===== src/rtl/matrix_mac_if.sv =====
// rtl/matrix_mac_if.sv - handshake/bus bundle for the 2x2 matrix MAC controller
interface matrix_mac_if #(
  parameter int EW = 4
) ();
  logic            in_valid;
  logic [4*EW-1:0] in_data;
  logic            in_ready;
  logic            out_valid;
  logic            out_ready;
  logic [4*EW-1:0] out_trans;
  logic [4*EW-1:0] out_res;
  logic            busy;
  logic [7:0]      done_cnt;

  modport slave (
    input  in_valid, in_data, out_ready,
    output in_ready, out_valid, out_trans, out_res, busy, done_cnt
  );

  modport master (
    output in_valid, in_data, out_ready,
    input  in_ready, out_valid, out_trans, out_res, busy, done_cnt
  );
endinterface


===== src/rtl/matrix_mac_ctrl.sv =====
// rtl/matrix_mac_ctrl.sv - computes transpose(A) and A x transpose(A) with one shared multiplier
module matrix_mac_ctrl #(
  parameter int EW = 4
) (
  input logic          clk,
  input logic          rst,
  matrix_mac_if.slave  bus
);

  typedef enum logic [1:0] {IDLE, CALC, DONE} state_t;

  state_t                    state, state_nx;
  logic [1:0][1:0][EW-1:0]   a_m;
  logic [1:0][1:0][EW-1:0]   res_m;
  logic [EW-1:0]             acc;
  logic [2:0]                step;
  logic [4*EW-1:0]           trans_q;
  logic [7:0]                done_q;
  logic                      in_ready_c;
  logic                      out_valid_c;

  // step counter decodes the element being built: res[i][j] += A[i][k]*A[j][k]
  logic          idx_i, idx_j, idx_k;
  logic [EW-1:0] mul_a, mul_b;
  logic [2*EW-1:0] prod;
  logic [EW-1:0] sum;

  assign idx_i = step[2];
  assign idx_j = step[1];
  assign idx_k = step[0];
  assign mul_a = a_m[idx_i][idx_k];
  assign mul_b = a_m[idx_j][idx_k];
  assign prod  = {{EW{1'b0}}, mul_a} * {{EW{1'b0}}, mul_b};
  assign sum   = acc + prod[EW-1:0];

  // state register
  always_ff @(posedge clk or posedge rst) begin
    if (rst) state <= IDLE;
    else     state <= state_nx;
  end

  // next-state and handshake outputs; handshake-out edge returns to IDLE only, never accepts
  always_comb begin
    state_nx    = state;
    in_ready_c  = 1'b0;
    out_valid_c = 1'b0;
    case (state)
      IDLE: begin
        in_ready_c = 1'b1;
        if (bus.in_valid) state_nx = CALC;
      end
      CALC: begin
        if (step == 3'd7) state_nx = DONE;
      end
      DONE: begin
        out_valid_c = 1'b1;
        if (bus.out_ready) state_nx = IDLE;
      end
      default: state_nx = IDLE;
    endcase
  end

  // datapath: capture on accept, one MAC per CALC cycle, count output handshakes
  always_ff @(posedge clk or posedge rst) begin
    if (rst) begin
      a_m     <= '0;
      res_m   <= '0;
      acc     <= '0;
      step    <= '0;
      trans_q <= '0;
      done_q  <= '0;
    end else begin
      case (state)
        IDLE: begin
          if (bus.in_valid) begin
            a_m[0][0] <= bus.in_data[4*EW-1 -: EW];
            a_m[0][1] <= bus.in_data[3*EW-1 -: EW];
            a_m[1][0] <= bus.in_data[2*EW-1 -: EW];
            a_m[1][1] <= bus.in_data[EW-1:0];
            trans_q   <= {bus.in_data[4*EW-1 -: EW], bus.in_data[2*EW-1 -: EW],
                          bus.in_data[3*EW-1 -: EW], bus.in_data[EW-1:0]};
            res_m     <= '0;
            acc       <= '0;
            step      <= '0;
          end
        end
        CALC: begin
          if (idx_k) begin
            res_m[idx_i][idx_j] <= sum;
            acc                 <= '0;
          end else begin
            acc <= sum;
          end
          step <= step + 3'd1;
        end
        DONE: begin
          if (bus.out_ready) done_q <= done_q + 8'd1;
        end
        default: ;
      endcase
    end
  end

  assign bus.in_ready  = in_ready_c;
  assign bus.out_valid = out_valid_c;
  assign bus.busy      = ~in_ready_c;
  assign bus.out_trans = trans_q;
  assign bus.out_res   = {res_m[0][0], res_m[0][1], res_m[1][0], res_m[1][1]};
  assign bus.done_cnt  = done_q;

endmodule


===== src/flat_wrapper.sv =====
// flat-port wrapper written by rule: the top's interface ports become plain ports
module matrix_mac_ctrl_flat 
#(
  parameter int EW = 4
)
  (clk, rst, bus_in_valid, bus_in_data, bus_out_ready, bus_in_ready, bus_out_valid, bus_out_trans, bus_out_res, bus_busy, bus_done_cnt);
  matrix_mac_if #(.EW(EW)) bus_i ();
  input logic clk;
  input logic rst;
  input wire logic [$bits(bus_i.in_valid)-1:0] bus_in_valid;
  input wire logic [$bits(bus_i.in_data)-1:0] bus_in_data;
  input wire logic [$bits(bus_i.out_ready)-1:0] bus_out_ready;
  output wire logic [$bits(bus_i.in_ready)-1:0] bus_in_ready;
  output wire logic [$bits(bus_i.out_valid)-1:0] bus_out_valid;
  output wire logic [$bits(bus_i.out_trans)-1:0] bus_out_trans;
  output wire logic [$bits(bus_i.out_res)-1:0] bus_out_res;
  output wire logic [$bits(bus_i.busy)-1:0] bus_busy;
  output wire logic [$bits(bus_i.done_cnt)-1:0] bus_done_cnt;
  assign bus_i.in_valid = bus_in_valid;
  assign bus_i.in_data = bus_in_data;
  assign bus_i.out_ready = bus_out_ready;
  assign bus_in_ready = bus_i.in_ready;
  assign bus_out_valid = bus_i.out_valid;
  assign bus_out_trans = bus_i.out_trans;
  assign bus_out_res = bus_i.out_res;
  assign bus_busy = bus_i.busy;
  assign bus_done_cnt = bus_i.done_cnt;
  matrix_mac_ctrl #(.EW(EW)) u_core (.clk(clk), .rst(rst), .bus(bus_i));
endmodule

===== config.mk =====
export PLATFORM = sky130hd
export DESIGN_NAME = matrix_mac_ctrl_flat
export DESIGN_NICKNAME = d
export VERILOG_FILES = /design/src/rtl/matrix_mac_if.sv /design/src/rtl/matrix_mac_ctrl.sv /design/src/flat_wrapper.sv
export SDC_FILE = /design/constraint.sdc
export NUM_CORES = 1
export LEC_CHECK = 0
export ABC_AREA = 1
export CORE_MARGIN = 5
export CORE_UTILIZATION = 53
export DETAILED_ROUTE_END_ITERATION = 6
export GPL_TIMING_DRIVEN = 0
export PLACE_DENSITY = 0.95
export SYNTH_ARGS = -nofsm -noshare
export SYNTH_HDL_FRONTEND = slang
export SYNTH_SLANG_ARGS = --single-unit

===== constraint.sdc =====
create_clock -name clk -period 5.36 [get_ports clk]
set_input_delay 0.804 -clock clk [delete_from_list [all_inputs] [get_ports clk]]
set_output_delay 0.804 -clock clk [all_outputs]
set_load 0.05 [all_outputs]

**Word-level counts from Yosys, hierarchy flattened**

Index checks and enable logic that the tools add are counted.

- Bits in registers: 65
- Bits of input ports: 20
- Output and inout bits: 43
- Word-level logic and storage cells: 66

- $add $sub $neg: 3
- $mul: 1
- Magnitude comparators: 5
- Equality and inequality tests: 7
- Multiplexer cells: 27
- Bitwise gates (word level): 1
- Reduce and logical (&&, ||, !) cells: 9

Operator list:

| cell | count |
|---|---|
| $mux 8 | 5 |
| $mux 16 | 2 |
| $pmux 16 s2 | 1 |
| $mux 4 | 7 |
| $bwmux 16 | 1 |
| $add 8x1->8 const B | 1 |
| $demux 8 s1 | 1 |
| $pmux 4 s2 | 1 |
| $lt 1x2->1 const B | 3 |
| $mux 2 | 3 |
| $pmux 2 s3 | 1 |
| $pmux 3 s2 | 1 |
| $reduce_and 2->1 | 3 |
| $reduce_and 3->1 | 2 |
| $add 4x4->4 | 1 |
| $demux 4 s1 | 1 |
| $mul 4x4->4 | 1 |
| $ne 2x1->1 const B | 2 |
| $ne 2x2->1 const B | 2 |
| $add 3x1->3 const B | 1 |
| $eq 3x3->1 const B | 1 |
| $mux 3 | 1 |
| $eq 2x1->1 const B | 1 |
| $eq 2x2->1 const B | 1 |
| other kinds (6) | 9 |

**Logic depth before layout (Yosys ltp)**

Gate-level depths: netlist of the first run.

- Word-level depth: 9
- Gate-level depth with buffers: 22
- Depth with buffers taken out: 21

**Worst setup path after synthesis of the first run**

No wires, ideal clock.

- Kind: register to register
- Start: register u_core.a_m[0] (netlist name)
- End: register u_core.res_m, in the netlist u_core.bus.out_res[11]
- Library setup time: 0.118 ns
- Data arrival time: 3.361 ns
- Data required time: 5.242 ns
- Slack: 1.882 ns
- Cell stages (with the launch flop): 20
- Path buffers: 0
- Period minus slack after synthesis: 3.478 ns
- Cells stage by stage: dfrtp_1 -> inv_1 -> o21ai_2 -> nand2_1 -> nand2_2 -> inv_1 -> a21oi_1 -> ha_1 -> ha_1 -> fa_1 -> inv_1 -> fa_1 -> xor2_1 -> nand3_1 -> nand2_2 -> nand3_2 -> nand2_2 -> nand2_2 -> nand3_1 -> nand2_1

- Word-level cells in the longest chain between the ends: 9
- Elaborated cells between the ends (all ways): 13
- Those cells by class: 1 x add/sub; 1 x mul; 11 x mux

Ends and longest elaborated chain:

| item | line | text |
|---|---|---|
| start, declared | matrix_mac_ctrl.sv:13 | `logic [1:0][1:0][EW-1:0] a_m;` |
| $mux 8 (on tied branches) (2 in a row) | matrix_mac_ctrl.sv:31, matrix_mac_ctrl.sv:32 |  |
| $mux 4 (on tied branches) (2 in a row) | matrix_mac_ctrl.sv:31, matrix_mac_ctrl.sv:32 |  |
| $mul 4x4->4 * | matrix_mac_ctrl.sv:33 | `assign prod = {{EW{1'b0}}, mul_a} * {{EW{1'b0}}, mul_b};` |
| $add 4x4->4 * | matrix_mac_ctrl.sv:34 | `assign sum = acc + prod[EW-1:0];` |
| $bwmux 16 * | matrix_mac_ctrl.sv:89 | `res_m[idx_i][idx_j] <= sum;` |
| $mux 16 * | matrix_mac_ctrl.sv:88 | `if (idx_k) begin` |
| $pmux 16 s2 * | matrix_mac_ctrl.sv:73 | `case (state)` |
| end signal, assigned by index | matrix_mac_ctrl.sv:89 |  |
| end, declared | matrix_mac_ctrl.sv:14 | `logic [1:0][1:0][EW-1:0] res_m;` |

Mark *: on every way between the ends. The rest lies on a longest branch, timed or not. The select of a mux whose other input is x is not followed.
A chain may end at the register's enable or synchronous reset.

**Final worst setup path of the first run**

- Start: register u_core.step[2]
- End: register u_core.acc[3]

- Word-level cells in the longest chain between the ends: 8

Ends and longest elaborated chain:

| item | line | text |
|---|---|---|
| start, declared | matrix_mac_ctrl.sv:16 | `logic [2:0] step;` |
| start signal, assigned | matrix_mac_ctrl.sv:94 | `step <= step + 3'd1;` |
| $mux 8 (not written as such) (2 in a row) | matrix_mac_ctrl.sv:31 | `assign mul_a = a_m[idx_i][idx_k];` |
| $mux 4 (not written as such) (2 in a row) | matrix_mac_ctrl.sv:31 |  |
| $mul 4x4->4 | matrix_mac_ctrl.sv:33 |  |
| $add 4x4->4 | matrix_mac_ctrl.sv:34 |  |
| $mux 4 | matrix_mac_ctrl.sv:88 |  |
| $pmux 4 s2 | matrix_mac_ctrl.sv:73 |  |
| end signal, assigned | matrix_mac_ctrl.sv:92 | `acc <= sum;` |
| end, declared | matrix_mac_ctrl.sv:15 | `logic [EW-1:0] acc;` |

Every way passes these cells. The select of a mux whose other input is x is not followed.

==> metrics.yaml, run 1 <==
hold_end: "u_core.bus.done_cnt[7]"
cts-root-buf: "clkbuf_8"
yosysTopAreaCell: "dfrtp_1"
cts.clk_slew.worst_paths_ns: 0.09
grt_first_pass_wirelength_mm: 11.6
syn_nets: 352
antenna_found_initial: 0
cp.arrival_ns: 3.89
diodes: 0
grt_max_degree: 31
critPathBufInv: 5
yosysUniqueCellTypes: 29
fin_skew_ns: 0.0123
overflow: 0
synth_area_leaders: "dfrtp_1 47%, nand2_1 14%, o21ai_0 5.3%"
insertion_delay_ns: 0.31
drive_above_1_share_pct: 11.5
cts_sinks: 49
timing.setup.tns_ns: 0
netlist_instances: 321
min_from: "u_core.bus.done_cnt[7]"
dp_hpwl_mm: 5.01
critPathRequiredTime_ns: 5.57
crit_path_end_kind: "flop"
clock_tree.buffer_depth: 2
cts_resized: 0
whs_ns: 0.489
hold_buffers: 0
hold_viol: 0
cts_tree: "yes"
post-route-drc-count: 0
routed_wl_mm: 6.97
crit_family: "adder cells"
finalSetupViolCount: 0
area_growth_pct: 32.0
gp_congestion: 0.822
viasPerCell: 5.32
wl_per_cell_um: 15.2
grt_util_all_layers_pct: 23.3
worst_slew_pin_slew_ns: 0.522
cp_slowest_cell: "fa_1"
synth_top_flop_cell: "dfrtp_1"
drv_cap: 0
synth.most_common_cell: "nand2_1"
rows: 25
die_y_um: 80.4
max_freq_mhz: 272
drt_iter0_drc: 184
maxSlewViolCount: 0
die-area_mm2: 0.00646
cp_cell_sequence: "buf_6, nand2_2, o21ai_2, nand2_1, nand2_2, inv_1, a21oi_1, ha_1, ha_1, fa_1, inv_1, fa_1, xor2_1, inv_1, nand2_1, nand2_2, inv_2, nand2_2, nand2_2, nand2_2, nand3_1, nand2_1"
nets: 422
drtPass1Iterations: 5
layout.cells.non_filler: 459
syn_area_mm2: 0.00263
ff_latch_area_mm2: 0.00123
nFillCells: 341
io_buffers: 62
yosysWarnings: 0
place_ws_ns: 1.76
grt_pass1_vias: 2612
ys_top_cells_by_count: "100 x nand2_1, 49 x dfrtp_1, 35 x inv_1, 28 x o21ai_0, 21 x nand3_1"
hold_class: "flop to flop"
ant_nets: 0
io_pins: 63
synth-seq-cells: 49
numCtsBuffers: 5
max_stage_delay_ns: 0.51
async_reset_ff_share_pct: 100
reg2reg_slack_ns: 1.68
r2r_start: "u_core.step[2]"
cts.htree.levels: 2
placed_cells: 451
multiInputGateArea_mm2: 0.00118
synth_edf_count: 0
reg2regPathDepth: 22
slew_headroom_pct: 65.1
core_mm2: 0.00475
critPathKind: "flop to flop"
cpMostUsedCell: "nand2_2"
vias: 2442
period_needed_ns: 3.68
synth_top_cell_area_share_pct: 46.7
cts_setup_buffers: 0
hold_depth: 1
syn_area_per_cell_um2: 8.18
status: "completed"
cp_max_fo: 10
synth-seq-area-share_pct: 46.7
start_util_pct: 55.2
finalCritPeriodShare_pct: 68.6
rsz0062_at_grt: "false"
r2r-end: "u_core.acc[3]"
die_w_um: 80.4
setup_slack_ns: 1.68
start_kind: "flop"
## cell families (layout without fill, tap and decap cells)
| logic type | after synthesis | after routing | synth area share [%] |
|---|---|---|---|
| flip-flops | 49 | 49 | 46.7 |
| XOR/XNOR | 9 | 9 | 3.00 |
| buffers and inverters | 53 | 124 | 8.38 |
| adder cells (fa/ha/maj) | 11 | 11 | 5.81 |
| AND/OR/NAND/NOR | 155 | 155 | 26.2 |
| AO/OA/AOI/OAI | 44 | 44 | 9.96 |
## worst max-delay path by stage
stage	endpoint	cells after the start	from
CTS	u_core.acc[3]	22	u_core.step[2]
floorplan	u_core.bus.out_res[11]	19	u_core.a_m[0]
global placement	u_core.bus.out_res[15]	19	u_core.step[2]
finish	u_core.acc[3]	22	u_core.step[2]
global route	u_core.acc[3]	22	u_core.step[2]
detailed placement	u_core.bus.out_res[15]	21	u_core.step[2]
## metal layers
metal	routed length [um]	global-route usage (%)	vias up
met1	2700	26.3	1183
met2	3630	42.0	94
met4	121	7.26	0
met5	0	0	-
li1	-	-	1151
met3	513	6.73	14
## through the flow
step                      instance area [um^2]  util [%]
final                                     3470      72.9
after detailed placement                  3350      70.5
after global routing                      3470      72.9
after global placement                    3330      70.1
after floorplan                           2630         -
after CTS                                 3470      72.9
## flip-flops by register name, summed over array words and instances (netlist names)
signal / flops
u_core.bus.out_res: 16
u_core.a_m: 9
u_core.bus.done_cnt: 8
u_core.bus.out_trans: 7
u_core.acc: 4
u_core.step: 3
u_core.state: 2
## area by class of cell
type	instances	area share (%)
clock inverters	1	0.866
multi-input cells	219	34.0
flip-flops and latches	49	35.4
repair buffers	63	18.5
inverters	47	5.23
clock buffers	7	2.49
well taps	67	2.42
plain buffers	6	1.12
## layout by cell type, fill, tap and decap left out, types with 2 or more instances in the layout
cell type / synthesis / final
a21oi_1: 3 / 3
buf_4: 2 / 2
clkbuf_1: 2 / 3
clkbuf_8: 0 / 6
clkdlybuf4s50_1: 0 / 62
dfrtp_1: 49 / 49
fa_1: 2 / 2
ha_1: 9 / 9
inv_1: 35 / 34
inv_2: 11 / 12
nand2_1: 100 / 100
nand2_2: 10 / 10
nand3_1: 21 / 21
nand3_2: 4 / 4
nor2_1: 15 / 15
nor2_4: 3 / 3
o211ai_1: 2 / 2
o21ai_0: 28 / 28
o21ai_1: 2 / 2
o41ai_1: 5 / 5
xnor2_1: 4 / 4
xor2_1: 5 / 5
Power of run 1 is left out: the tool's default activity adds up to more than one toggle a clock period on the data nets, which glitch-free logic cannot reach.
==> inputs of run 2 (changes only) <==
- CORE_UTILIZATION: 53 -> 45
- PLACE_DENSITY: 0.95 -> 0.88
- clock period: 5.36 -> 3.25 ns (I/O delays scaled with it)
==> run 2 against run 1 <==
  * The run now ends with setup timing left
  * Setup slack worse by 1.8 ns
  * Fmax rose by 11%
  * Final cell count up 3.5%
  * Critical path type unchanged
  * Critical endpoint is now u_core.bus.out_res[15]
  * Highest routed layer unchanged
==> metrics.yaml, run 2 (synthesis results as in run 1) <==
diodes: 0
finalCritPeriodShare_pct: 102
worst_slew_pin_slew_ns: 0.517
rows: 27
cp_max_fo: 5
start_kind: "flop"
setup_slack_ns: -0.0736
fin_skew_ns: 0.00699
final_cell_mix: "97 x nand2_1, 62 x clkdlybuf4s50_1, 35 x dfrtp_1, 30 x inv_1, 28 x o21ai_0"
crit_path_end_kind: "flop"
final_common_cell: "nand2_1"
io_buffers: 62
max_freq_mhz: 301
drive_above_1_share_pct: 22.1
drtPass1Iterations: 4
area_growth_pct: 39.8
largest_reg_flops: 16
clock_tree.buffer_depth: 2
final_util_pct: 65.9
die_y_um: 86.4
io_pins: 63
finalSetupViolCount: 5
slew_headroom_pct: 65.4
dpl_cell_area_mm2: 0.00337
status: "finished with violations"
grt_pass1_vias: 2624
cp.arrival_ns: 3.52
hold_buffers: 0
cts-root-buf: "clkbuf_8"
nets: 433
vias: 2470
die-area_mm2: 0.00746
dp_hpwl_mm: 5.03
hold_viol: 0
critPathRequiredTime_ns: 3.44
grt_util_all_layers_pct: 19.7
cts.htree.levels: 2
drt_iter0_drc: 165
final_area_mm2: 0.00367
routed_wl_mm: 7.07
core_mm2: 0.00557
rsz0062_at_grt: "true"
cts_tree: "yes"
grt_first_pass_wirelength_mm: 11.9
insertion_delay_ns: 0.30
cts.clk_slew.worst_paths_ns: 0.09
critPathKind: "flop to flop"
ant_nets: 0
grt_max_degree: 41
gp_congestion: 0.877
place_ws_ns: -0.305
overflow: 0
wl_per_cell_um: 14.9
start_util_pct: 47.1
hold_class: "primary input to async pin"
violations: "setup timing"
post-route-drc-count: 0
viasPerCell: 5.20
timing.setup.tns_ns: -0.314
antenna_found_initial: 0
cts_sinks: 49
maxSlewViolCount: 0
drv_cap: 0
die_w_um: 86.4
numCtsBuffers: 5
period_needed_ns: 3.32
==> run 2: cell types whose count changed in the layout (fill, tap and decap cells not counted), moves of 3 or more <==
cell / before / now
dfrtp_2: 0 / 14
nand3_2: 4 / 7
inv_1: 34 / 30
buf_4: 2 / 11
nand3_1: 21 / 16
nand2_1: 100 / 97
dfrtp_1: 49 / 35
==> run 2: worst paths after layout <==
kind	from	to	slack, ns	cells after the start
max	u_core.step[2]	u_core.bus.out_res[15]	-0.07	21
min	rst	u_core.bus.out_res[5]	0.42	2
max reg2reg	u_core.step[2]	u_core.bus.out_res[15]	-0.07	21
min reg2reg	u_core.bus.done_cnt[7]	u_core.bus.done_cnt[7]	0.47	1
max in group asynchronous	rst	u_core.bus.out_trans[0]	2.33	3
min in group clk	u_core.bus.done_cnt[7]	u_core.bus.done_cnt[7]	0.47	1
==> run 2: per-stage QoR <==
| stage | hold slack, ns | cells |
|---|---|---|
| after floorplan | 0.459 | 321 |
| after global placement | 0.458 | 455 |
| after detailed placement | 0.461 | 456 |
| after CTS | 0.427 | 471 |
| after global routing | 0.429 | 475 |
| final | 0.421 | 475 |
==> run 2: timing repair <==
action                                  4_1_cts  5_1_grt
pin swaps                                    20        3
resized for setup                            23        7
buffers inserted                              7        4
endpoints found under the setup margin        7        6
==> run 2: routing by layer <==
layer | track usage (%) | share of wire, % | vias up
li1 | - | - | 1179
met1 | 22.9 | 40 | 1195
met2 | 35.9 | 52 | 85
met3 | 5.32 | 6.6 | 11
met4 | 4.96 | 1.7 | 0
met5 | 0 | 0 | -
==> run 2: final cells by class <==
cell class	count	area, um^2
timing repair buffer	74	723
inverter	47	189
buffer	6	46.3
clock inverter	2	10.0
tap	72	90.1
clock buffer	6	72.6
multi-input combinational	219	1300
fill	437	1900
sequential	49	1240
==> run 2: critical path, stage by stage, from the launching register on <==
cell and delay (ns):
dfrtp_2 0.46, buf_4 0.16, nand2_1 0.06, nand3_1 0.09, nand2_2 0.11, inv_1 0.08
nor2_2 0.13, ha_4 0.23, ha_4 0.23, fa_1 0.47, inv_1 0.05, fa_2 0.35
xor2_2 0.17, inv_1 0.05, nand2_1 0.07, nand2_2 0.08, inv_2 0.07, nand2_4 0.06
nand2_4 0.09, nand2_8 0.07, nand3_2 0.08, nand2_2 0.05
Power of run 2 is left out for the same reason.
==> inputs of run 3 (changes only) <==
- SLEW_MARGIN: default -> 20
==> run 3 against run 2 <==
  * The flow still finishes with violations (setup timing)
  * Sequential share of layout area increased by 0.14 points
  * Die area unchanged
  * Critical path type unchanged
  * Register-to-register slack improved by 0.02 ns
==> metrics.yaml, run 3 (synthesis results as in run 1) <==
status: "finished with violations"
violations: "setup timing"
viasPerCell: 5.32
diodes: 0
drv_cap: 0
rsz0062_at_grt: "true"
dpl_cell_area_mm2: 0.00337
fin_skew_ns: 0.00357
drtPass1Iterations: 4
cts_tree: "yes"
dp_hpwl_mm: 5.06
drive_above_1_share_pct: 21.4
rows: 27
hold_class: "primary input to async pin"
crit_path_end_kind: "flop"
drt_iter0_drc: 187
cts_sinks: 49
start_kind: "flop"
whs_ns: 0.457
hold_buffers: 0
grt_max_degree: 36
period_needed_ns: 3.30
r2r_start: "u_core.step[2]"
numCtsBuffers: 5
gp_congestion: 0.877
grt_util_all_layers_pct: 20.1
cp.arrival_ns: 3.55
routed_wl_mm: 7.27
cts-root-buf: "clkbuf_8"
cts.clk_slew.worst_paths_ns: 0.09
critPathRequiredTime_ns: 3.50
grt_first_pass_wirelength_mm: 12.1
post-route-drc-count: 0
area_growth_pct: 39.2
wl_per_cell_um: 15.3
core_mm2: 0.00557
max_freq_mhz: 303
hold_viol: 0
die_y_um: 86.4
r2r-end: "u_core.bus.out_res[15]"
maxSlewViolCount: 0
final_area_mm2: 0.00366
io_pins: 63
worst_slew_pin_slew_ns: 0.523
grt_pass1_vias: 2610
critPathKind: "flop to flop"
setup_slack_ns: -0.0535
slew_headroom_pct: 65.0
nFillCells: 441
place_ws_ns: -0.311
ant_nets: 0
clock_tree.buffer_depth: 2
insertion_delay_ns: 0.30
largest_reg_flops: 16
final_common_cell: "nand2_1"
cp_max_fo: 5
start_util_pct: 47.1
antenna_found_initial: 0
final_cell_mix: "98 x nand2_1, 62 x clkdlybuf4s50_1, 35 x dfrtp_1, 31 x inv_1, 28 x o21ai_0"
finalCritPeriodShare_pct: 102
vias: 2521
io_buffers: 62
die_w_um: 86.4
reg2regPathDepth: 20
die-area_mm2: 0.00746
reg2reg_slack_ns: -0.05
overflow: 0
finalSetupViolCount: 5
cts.htree.levels: 2
nets: 432
run 3: routing by layer:
layer  GRT usage, %  up-vias  share of wire [%]
met1           24.0     1226                 39
met3           5.13       18                6.9
li1               -     1178                  -
met2           35.0       99                 52
met4           6.80        0                2.1
met5              0        -                  0
run 3: final cells by class:
class / count / area, um^2 / area share, %
clock inverters: 2 / 10.0 / 0.274
inverters: 47 / 189 / 5.17
clock buffers: 6 / 72.6 / 1.98
multi-input cells: 219 / 1280 / 35.1
flip-flops and latches: 49 / 1240 / 34.0
plain buffers: 6 / 46.3 / 1.27
well taps: 72 / 90.1 / 2.46
repair buffers: 73 / 719 / 19.7
run 3: worst max-delay path by stage:
stage / startpoint / endpoint / slack, ns / cells past startpoint
2_1_floorplan: u_core.step[2] / u_core.bus.out_res[11] / 0.001 / 21
3_3_place_gp: u_core.step[2] / u_core.bus.out_res[15] / -0.23 / 19
3_5_place_dp: u_core.step[2] / u_core.bus.out_res[15] / -0.31 / 19
4_1_cts: u_core.step[2] / u_core.bus.out_res[15] / -0.03 / 19
5_1_grt: u_core.step[0] / u_core.acc[3] / -0.21 / 20
6_report: u_core.step[2] / u_core.bus.out_res[15] / -0.05 / 20
run 3: through the flow:
stage	cells	utilization, %	setup TNS [ns]
floorplan	321	-	0
global placement	455	60.2	-1.03
detailed placement	456	60.5	-1.42
CTS	472	64.9	-0.0393
global route	474	65.6	-0.965
finish	474	65.6	-0.192
run 3: repair_timing:
item	in CTS	in global routing
gates cloned	0	0
setup endpoints to repair	7	5
pin swaps	22	4
buffers inserted	8	2
gates resized for setup	23	5
run 3: critical path: stages, from the launching register on:
cell,delay [ns]
dfrtp_2,0.46
buf_6,0.14
nand2_1,0.06
nand3_1,0.09
nand2_2,0.09
inv_1,0.08
nor2_2,0.15
ha_4,0.23
ha_4,0.24
fa_1,0.47
inv_1,0.05
fa_2,0.35
xor2_2,0.14
nand3_1,0.11
nand2_2,0.11
inv_2,0.05
nand2_4,0.08
nand2_4,0.06
nand2_4,0.11
nand3_2,0.09
nand2_2,0.06
Power of run 3 is left out for the same reason.
